<file path="src/rtl/lockin_pkg.sv">
// Shared constants and saturating count helpers for the lock-in photon counter.
package lockin_pkg;

  localparam int unsigned CNT_W        = 32;
  localparam int unsigned TMR_W        = 32;
  localparam int unsigned MIN_PERIOD   = 2;
  localparam int unsigned MIN_INT_TIME = 1;
  localparam int unsigned SAT_W        = 64;

  // +1 on a signed value of width w (<= SAT_W), clamped at the positive limit.
  function automatic logic signed [SAT_W-1:0] sat_inc(input logic signed [SAT_W-1:0] v,
                                                      input int unsigned w);
    logic signed [SAT_W-1:0] max_v;
    max_v = (64'sd1 <<< (w - 32'd1)) - 64'sd1;
    return (v >= max_v) ? max_v : v + 64'sd1;
  endfunction

  // -1 on a signed value of width w (<= SAT_W), clamped at the negative limit.
  function automatic logic signed [SAT_W-1:0] sat_dec(input logic signed [SAT_W-1:0] v,
                                                      input int unsigned w);
    logic signed [SAT_W-1:0] min_v;
    min_v = -(64'sd1 <<< (w - 32'd1));
    return (v <= min_v) ? min_v : v - 64'sd1;
  endfunction

endpackage

</file>
<file path="src/rtl/pmt_edge_detect.sv">
// Synchronises one asynchronous PMT input and flags each rising edge for one cycle.
module pmt_edge_detect #(
  parameter int unsigned SYNC_STAGES = 2
) (
  input  logic clock_50_mhz,
  input  logic reset,
  input  logic pmt_in,
  output logic edge_pulse
);

  logic [SYNC_STAGES-1:0] sync_q;
  logic                   last_q;

  // Synchroniser chain plus one delayed copy for edge detection.
  always_ff @(posedge clock_50_mhz or posedge reset) begin
    if (reset) begin
      sync_q <= '0;
      last_q <= 1'b0;
    end else begin
      sync_q <= {sync_q[SYNC_STAGES-2:0], pmt_in};
      last_q <= sync_q[SYNC_STAGES-1];
    end
  end

  // Combinational so the count lands one cycle after the synchroniser output rises.
  assign edge_pulse = sync_q[SYNC_STAGES-1] & ~last_q;

endmodule

</file>
<file path="src/rtl/lockin_photon_counter.sv">
// Multi-channel lock-in photon counter: drives the light source, counts PMT edges
// up while lit and down while dark, and hands out per-window snapshots.
module lockin_photon_counter #(
  parameter int unsigned N_CH         = 4,
  parameter int unsigned CNT_W        = lockin_pkg::CNT_W,
  parameter int unsigned TMR_W        = lockin_pkg::TMR_W,
  parameter int unsigned BLANK_CYCLES = 8,
  parameter int unsigned SYNC_STAGES  = 2
) (
  input  logic                  clock_50_mhz,
  input  logic                  reset,
  input  logic                  enable,
  input  logic [N_CH-1:0]       pmt_in,
  input  logic [TMR_W-1:0]      light_modulation_period,
  input  logic [TMR_W-1:0]      integration_time,
  output logic                  light_source_pin,
  output logic [N_CH*CNT_W-1:0] result_data,
  output logic                  result_valid,
  input  logic                  result_ready,
  output logic                  result_overrun,
  output logic [N_CH-1:0]       pulse_out_pin
);
  import lockin_pkg::*;

  localparam int unsigned BLANK_W = (BLANK_CYCLES > 0) ? $clog2(BLANK_CYCLES + 1) : 1;

  logic [TMR_W-1:0]   mod_timer_q, mod_timer_d;
  logic [TMR_W-1:0]   per_q, per_d;
  logic [TMR_W-1:0]   int_timer_q, int_timer_d;
  logic [TMR_W-1:0]   int_len_q, int_len_d;
  logic               light_q, light_d;
  logic [BLANK_W-1:0] blank_q, blank_d;
  logic               valid_q, valid_d;
  logic               overrun_q, overrun_d;

  logic               toggle_c, snap_c, xfer_c, count_en_c;
  logic [TMR_W-1:0]   per_in_c, int_in_c;
  logic [N_CH-1:0]    edge_c;

  // Clamp the programmed half-period and window length to their minimums.
  assign per_in_c = (light_modulation_period < TMR_W'(MIN_PERIOD)) ?
                    TMR_W'(MIN_PERIOD) : light_modulation_period;
  assign int_in_c = (integration_time < TMR_W'(MIN_INT_TIME)) ?
                    TMR_W'(MIN_INT_TIME) : integration_time;

  // Modulation, blanking and integration timers; idle while enable is low.
  always_comb begin
    mod_timer_d = mod_timer_q;
    per_d       = per_q;
    int_timer_d = int_timer_q;
    int_len_d   = int_len_q;
    light_d     = light_q;
    blank_d     = blank_q;
    toggle_c    = 1'b0;
    snap_c      = 1'b0;
    if (!enable) begin
      mod_timer_d = '0;
      int_timer_d = '0;
      light_d     = 1'b0;
      blank_d     = '0;
      per_d       = per_in_c;
      int_len_d   = int_in_c;
    end else begin
      toggle_c = (mod_timer_q == per_q - TMR_W'(1));
      snap_c   = (int_timer_q == int_len_q - TMR_W'(1));
      if (blank_q != '0) blank_d = blank_q - BLANK_W'(1);
      if (toggle_c) begin
        mod_timer_d = '0;
        light_d     = ~light_q;
        per_d       = per_in_c;
        blank_d     = BLANK_W'(BLANK_CYCLES);
      end else begin
        mod_timer_d = mod_timer_q + TMR_W'(1);
      end
      if (snap_c) begin
        int_timer_d = '0;
        int_len_d   = int_in_c;
      end else begin
        int_timer_d = int_timer_q + TMR_W'(1);
      end
    end
  end

  assign count_en_c = enable & (blank_q == '0);
  assign xfer_c     = valid_q & result_ready;

  // Result handshake: a snapshot wins over a same-cycle transfer; overrun is sticky.
  always_comb begin
    valid_d   = valid_q;
    overrun_d = overrun_q;
    if (xfer_c) begin
      valid_d   = 1'b0;
      overrun_d = 1'b0;
    end
    if (snap_c) begin
      valid_d = 1'b1;
      if (valid_q && !xfer_c) overrun_d = 1'b1;
    end
  end

  // Shared timer and handshake state.
  always_ff @(posedge clock_50_mhz or posedge reset) begin
    if (reset) begin
      mod_timer_q <= '0;
      per_q       <= TMR_W'(2);
      int_timer_q <= '0;
      int_len_q   <= TMR_W'(2);
      light_q     <= 1'b0;
      blank_q     <= '0;
      valid_q     <= 1'b0;
      overrun_q   <= 1'b0;
    end else begin
      mod_timer_q <= mod_timer_d;
      per_q       <= per_d;
      int_timer_q <= int_timer_d;
      int_len_q   <= int_len_d;
      light_q     <= light_d;
      blank_q     <= blank_d;
      valid_q     <= valid_d;
      overrun_q   <= overrun_d;
    end
  end

  assign light_source_pin = light_q;
  assign result_valid     = valid_q;
  assign result_overrun   = overrun_q;

  for (genvar ch = 0; ch < N_CH; ch++) begin : g_ch
    logic signed [CNT_W-1:0] cnt_q, cnt_d, cnt_upd_c;
    logic signed [CNT_W-1:0] data_q, data_d;
    logic [CNT_W-1:0]        drain_q, drain_d;
    logic                    pulse_q;

    pmt_edge_detect #(
      .SYNC_STAGES(SYNC_STAGES)
    ) u_edge (
      .clock_50_mhz(clock_50_mhz),
      .reset       (reset),
      .pmt_in      (pmt_in[ch]),
      .edge_pulse  (edge_c[ch])
    );

    // Count including this cycle's edge; feeds both the counter and the snapshot.
    always_comb begin
      cnt_upd_c = cnt_q;
      if (edge_c[ch] && count_en_c) begin
        cnt_upd_c = light_q ? CNT_W'(sat_inc(64'(cnt_q), CNT_W))
                            : CNT_W'(sat_dec(64'(cnt_q), CNT_W));
      end
      cnt_d   = (snap_c || !enable) ? '0 : cnt_upd_c;
      data_d  = snap_c ? cnt_upd_c : data_q;
      drain_d = drain_q;
      if (!enable)              drain_d = '0;
      else if (snap_c)          drain_d = cnt_upd_c[CNT_W-1] ? '0 : $unsigned(cnt_upd_c);
      else if (drain_q != '0)   drain_d = drain_q - CNT_W'(1);
    end

    // Per-channel count, snapshot and pulse-length drain registers.
    always_ff @(posedge clock_50_mhz or posedge reset) begin
      if (reset) begin
        cnt_q   <= '0;
        data_q  <= '0;
        drain_q <= '0;
        pulse_q <= 1'b0;
      end else begin
        cnt_q   <= cnt_d;
        data_q  <= data_d;
        drain_q <= drain_d;
        pulse_q <= (drain_d != '0);
      end
    end

    assign result_data[ch*CNT_W +: CNT_W] = data_q;
    assign pulse_out_pin[ch]              = pulse_q;
  end

endmodule

</file>
<file path="config.mk">
export PLATFORM = sky130hd
export DESIGN_NAME = lockin_photon_counter
export DESIGN_NICKNAME = d
export VERILOG_FILES = /design/src/rtl/lockin_pkg.sv /design/src/rtl/pmt_edge_detect.sv /design/src/rtl/lockin_photon_counter.sv
export SDC_FILE = /design/constraint.sdc
export NUM_CORES = 2
export LEC_CHECK = 0
export ABC_CLOCK_PERIOD_IN_PS = 19900
export BUFFER_PORTS_ARGS = -buffer_cell sky130_fd_sc_hd__buf_2
export CAP_MARGIN = 25
export CORE_ASPECT_RATIO = 0.9
export CORE_MARGIN = 5
export CORE_UTILIZATION = 45
export DETAILED_ROUTE_END_ITERATION = 10
export PLACE_DENSITY_LB_ADDON = 0.25
export SETUP_SLACK_MARGIN = 0.15
export SKIP_CTS_REPAIR_TIMING = 1
export SYNTH_ARGS = -nofsm -noshare
export SYNTH_HDL_FRONTEND = slang
export SYNTH_SLANG_ARGS = --single-unit
</file>
<file path="constraint.sdc">
create_clock -name clock_50_mhz -period 19.9 [get_ports clock_50_mhz]
set_input_delay 1.99 -clock clock_50_mhz [delete_from_list [all_inputs] [get_ports clock_50_mhz]]
set_output_delay 1.99 -clock clock_50_mhz [all_outputs]
set_load 0.02 [all_outputs]
</file>
==> impl_results.rst <==
.. list-table::
   :header-rows: 1

   * - Metric
     - Value
   * - Kind of start point of the critical path
     - input pin
   * - Synthesized netlist cell count
     - between 4,000 and 5,000
   * - Class of the tightest hold or removal check
     - reg2reg
   * - Maximum capacitance violations
     - 0
   * - Normalized max-slew margin
     - 0.2605
   * - Global-route congestion overflow total
     - 0
   * - Post-synthesis adder-cell area fraction
     - 0.007814
   * - Worst reg2reg startpoint
     - int_len_q[0]$_DFFE_PP0P_
   * - CP Data Required Time
     - 20.38 ns
   * - Final total negative setup slack
     - 0 ns
   * - Half-perimeter wire length after placement
     - 74,020 um
   * - Maximum frequency from static timing analysis
     - 161.9 MHz
   * - Register bit count reported by yosys
     - 535
   * - Vias in the first global route
     - 29,411
   * - Number of enable-type register cells in the synthesized netlist
     - 0
   * - TritonCTS clock tree
     - yes
   * - Cell variety after synth
     - 99
   * - Total count of max-transition violations in the final report
     - 0
   * - Setup repair after global routing missed its margin
     - no
   * - Netlist area before placement
     - between 30,000 and 40,000 um^2
   * - Overall die width
     - about 300 um
   * - Run status
     - finished clean
   * - Endpoint, Worst Hold
     - g_ch[2].u_edge.sync_q[1]$_DFF_PP0_
   * - Overall die area
     - 80,300 um^2
   * - Number of optimization iterations in the first detailed-route pass
     - 6
   * - Crit-path leading delay family
     - simple AND/OR/NAND/NOR gates
   * - Post-synthesis share of cell area spent on xor and xnor gates
     - 0.07710
   * - Cell area power density
     - 124.2 nW/um^2
   * - WS Path Type
     - in2reg
   * - Most used cell along the critical path
     - sky130_fd_sc_hd__buf_4
   * - Post-Synth Simple-Gate Area
     - 0.2848
   * - Last weighted congestion value of the routability-driven placer
     - 0.9369
   * - Synthesized netlist net count
     - 4,137
   * - Register-to-Register Path Depth
     - 13
   * - Fraction of registers with async set/reset
     - 1.000
   * - Capturing point of the worst reg2reg path
     - g_ch[0].pulse_q$_DFF_PP0_
   * - Largest net degree at the start of global routing
     - 166
   * - Portion of the clock cycle consumed by the worst path in the final layout
     - 0.3103
   * - Root buffer cell
     - sky130_fd_sc_hd__clkbuf_16
   * - Total Wirelength
     - 107,000 um
   * - Layout net count
     - roughly 4,200
   * - Post-route DRC violation count
     - 0
   * - Y dimension of the die
     - 269.3 um
   * - Total setup violations reported at the end of the flow
     - 0
   * - Layout Cells excl Fill
     - 5,113
   * - Vias after detailed routing
     - ~32,000
   * - Dominant combinational cell family by area after synthesis
     - simple AND/OR/NAND/NOR gates
   * - CP peak stage delay
     - 0.71 ns
   * - Number of cells on the worst hold path
     - 0
   * - Share of cells above drive strength 1
     - 0.1229
   * - Initial core utilization
     - 0.4519
   * - DRT iter0 DRCs
     - 3,467
   * - H-tree depth
     - 2
   * - Min-delay src
     - g_ch[2].u_edge.sync_q[0]$_DFF_PP0_
   * - Row count
     - 95
   * - Leakage
     - 15.81 nW
   * - Share of the synthesized area in compound gates (AO/OA/AOI/OAI)
     - 0.1620
   * - Vias per inst
     - 6.165
   * - Final antenna-violating net count
     - 0
   * - Data arrival time of the critical path
     - roughly 6.7 ns
   * - Count of synthesis-stage warnings from yosys
     - 0
   * - Nature of the critical path endpoint
     - flop
   * - Core area
     - 74,410 um^2
   * - Number of buffer and inverter stages on the critical path
     - 3
   * - Sinks on the clock net
     - 535
   * - Drt wl/cell
     - 20.93 um
   * - TritonCTS Buffers
     - 59
   * - Multiplexer fraction of the synthesized cell area
     - 0.02973
   * - Total Power
     - 4.647 mW
   * - Tightest Pin Transition
     - 1.099 ns
   * - Cells traversed along the worst timing path
     - buf_2 > nor4bb_4 > buf_4 > and2_0 > buf_4 > nor2_1 > a41oi_1 > o311a_1 > a21oi_1 > mux2_2 > o21ai_0 > nand4bb_1 > or4b_1 > or4_1
   * - Worst clock skew
     - 0.03384 ns
   * - Placed Cells incl. Taps
     - around 5,000
   * - Insertion delay of the later-clocked pin in the worst-skew pair
     - roughly 0.64 ns
   * - Worst voltage drop across the vdd grid
     - roughly 0.075 mV
   * - Most common flop cell mapped by yosys
     - sky130_fd_sc_hd__dfrtp_1
   * - Post-layout min period
     - 6.175 ns
   * - Wire length of the first global-routing pass
     - 169,800 um
   * - Area overhead of the layout relative to synthesis
     - 11.23%
   * - Sequential cell area fraction in the yosys report
     - 0.3982
   * - Final non-filler cell area
     - 37,400 um^2
   * - Launch point of the critical path
     - enable
   * - Maximum buffer depth of the clock tree
     - 3
   * - Critical-path maximum fanout
     - 32
   * - Initial antenna violation count
     - 0
   * - Total Routing Usage GR
     - 0.2561
   * - Instance area at placement
     - 35,340 um^2
   * - Clock-pin slew on the worst setup and hold paths
     - 0.06 ns
   * - Slowest stage cell on the critical path
     - sky130_fd_sc_hd__o311a_1
   * - Number of I/O port buffers
     - 206
   * - Worst hold slack
     - 0.3528 ns
   * - Syn avg cell area
     - about 8.3 um^2
   * - Final hold violation count
     - 0
   * - Ports
     - 207
   * - Worst R2R Setup Slack
     - about 14 ns
registers in the layout, summed over array words and instances, names as in the netlist, 8 cells and up, named ones only:
register / count
int_timer_q: 32
mod_timer_q: 32
g_ch.u_edge.sync_q: 8
int_len_q: 32
per_q: 32
g_ch.cnt_q: 128
g_ch.drain_q: 128
g_ch.data_q: 128
worst reg2reg max path: stages, from the launching register on:
cell	delay [ns]
sky130_fd_sc_hd__dfrtp_1	0.47
sky130_fd_sc_hd__inv_1	0.12
sky130_fd_sc_hd__ha_1	0.22
sky130_fd_sc_hd__nor4b_4	0.47
sky130_fd_sc_hd__nand4_1	0.29
sky130_fd_sc_hd__o31ai_1	0.35
sky130_fd_sc_hd__o41ai_1	0.18
sky130_fd_sc_hd__nor4_1	0.56
sky130_fd_sc_hd__nand4_4	0.21
sky130_fd_sc_hd__nand2_8	0.47
sky130_fd_sc_hd__o22ai_1	0.28
sky130_fd_sc_hd__or4_1	0.62
sky130_fd_sc_hd__or4b_1	0.55
sky130_fd_sc_hd__or4_1	0.54
logic make-up (layout without fill, tap and decap cells):
| family | count (synthesis) | after routing |
|---|---|---|
| compound gates | 887 | 887 |
| flops | 535 | 535 |
| xor+xnor | 296 | 296 |
| simple gates | 1866 | 1866 |
| fa+ha+maj | 21 | 21 |
| mux | 91 | 91 |
| other cells | 0 | 1 |
| buf+inv | 348 | 446 |
per-stage QoR:
stage / setup slack [ns] / util
floorplan: 2.961 / -
global placement: 13.27 / 0.4749
detailed placement: 13.18 / 0.4749
CTS: 13.85 / 0.5017
global route: 13.56 / 0.5026
finish: 13.73 / 0.5027
per-layer routing:
metal / up-vias / part of all wire / global-route usage
li1: 14743 / - / -
met1: 15269 / 0.45 / 0.3830
met2: 1330 / 0.44 / 0.3887
met3: 178 / 0.077 / 0.03571
met4: 0 / 0.028 / 0.07366
met5: - / 0 / 0
report_power, final:
part	switching (mW)	internal [mW]
combinational	1.24	0.806
sequential	0.223	1.25
clock	0.461	0.670
total	1.93	2.72
final cells by class:
class / count / area (um^2)
antenna: 1 / 2.502
clock buffer: 88 / 1715
clock inverter: 19 / 274.0
fill: 7084 / 37010
inverter: 70 / 270.3
multi-input combinational: 3161 / 18950
sequential: 535 / 13390
tap: 970 / 1214
timing repair buffer: 269 / 1580
worst max-delay path by stage:
| stage | end | slack, ns | cells after the start |
|---|---|---|---|
| global route | g_ch[0].pulse_q$_DFF_PP0_ | 13.56 | 14 |
| global placement | g_ch[0].pulse_q$_DFF_PP0_ | 13.27 | 14 |
| floorplan | async pin | 2.96 | 1 |
| CTS | g_ch[0].pulse_q$_DFF_PP0_ | 13.85 | 14 |
| finish | g_ch[0].pulse_q$_DFF_PP0_ | 13.73 | 14 |
| detailed placement | g_ch[0].pulse_q$_DFF_PP0_ | 13.18 | 14 |
cells in the final DEF, fill, tap and decap left out, types with 24 or more instances in the layout:
master / n
sky130_fd_sc_hd__a21oi_1: 224
sky130_fd_sc_hd__a31oi_1: 46
sky130_fd_sc_hd__and2_1: 30
sky130_fd_sc_hd__and3_1: 62
sky130_fd_sc_hd__and4_1: 24
sky130_fd_sc_hd__buf_2: 207
sky130_fd_sc_hd__buf_4: 55
sky130_fd_sc_hd__clkbuf_16: 59
sky130_fd_sc_hd__dfrtp_1: 532
sky130_fd_sc_hd__inv_1: 67
sky130_fd_sc_hd__mux2_2: 71
sky130_fd_sc_hd__nand2_1: 389
sky130_fd_sc_hd__nand2b_1: 31
sky130_fd_sc_hd__nand3_1: 126
sky130_fd_sc_hd__nand4_1: 82
sky130_fd_sc_hd__nor2_1: 508
sky130_fd_sc_hd__nor3_1: 183
sky130_fd_sc_hd__nor4_1: 128
sky130_fd_sc_hd__o21ai_0: 311
sky130_fd_sc_hd__o22ai_1: 37
sky130_fd_sc_hd__or3_1: 90
sky130_fd_sc_hd__or4_1: 64
sky130_fd_sc_hd__xnor2_1: 159
sky130_fd_sc_hd__xor2_1: 137
synth_stat cells, types with 69 or more instances:
cell                         n  area share
sky130_fd_sc_hd__a21oi_1   224       0.033
sky130_fd_sc_hd__clkbuf_1  240       0.027
sky130_fd_sc_hd__dfrtp_1   533        0.40
sky130_fd_sc_hd__inv_1      69      0.0077
sky130_fd_sc_hd__mux2_2     71       0.024
sky130_fd_sc_hd__nand2_1   391       0.044
sky130_fd_sc_hd__nand3_1   126       0.019
sky130_fd_sc_hd__nand4_1    82       0.015
sky130_fd_sc_hd__nor2_1    509       0.057
sky130_fd_sc_hd__nor3_1    184       0.027
sky130_fd_sc_hd__nor4_1    128       0.024
sky130_fd_sc_hd__o21ai_0   311       0.046
sky130_fd_sc_hd__or3_1      90       0.017
sky130_fd_sc_hd__xnor2_1   159       0.041
sky130_fd_sc_hd__xor2_1    137       0.036
(Power assumes the default switching activity.)
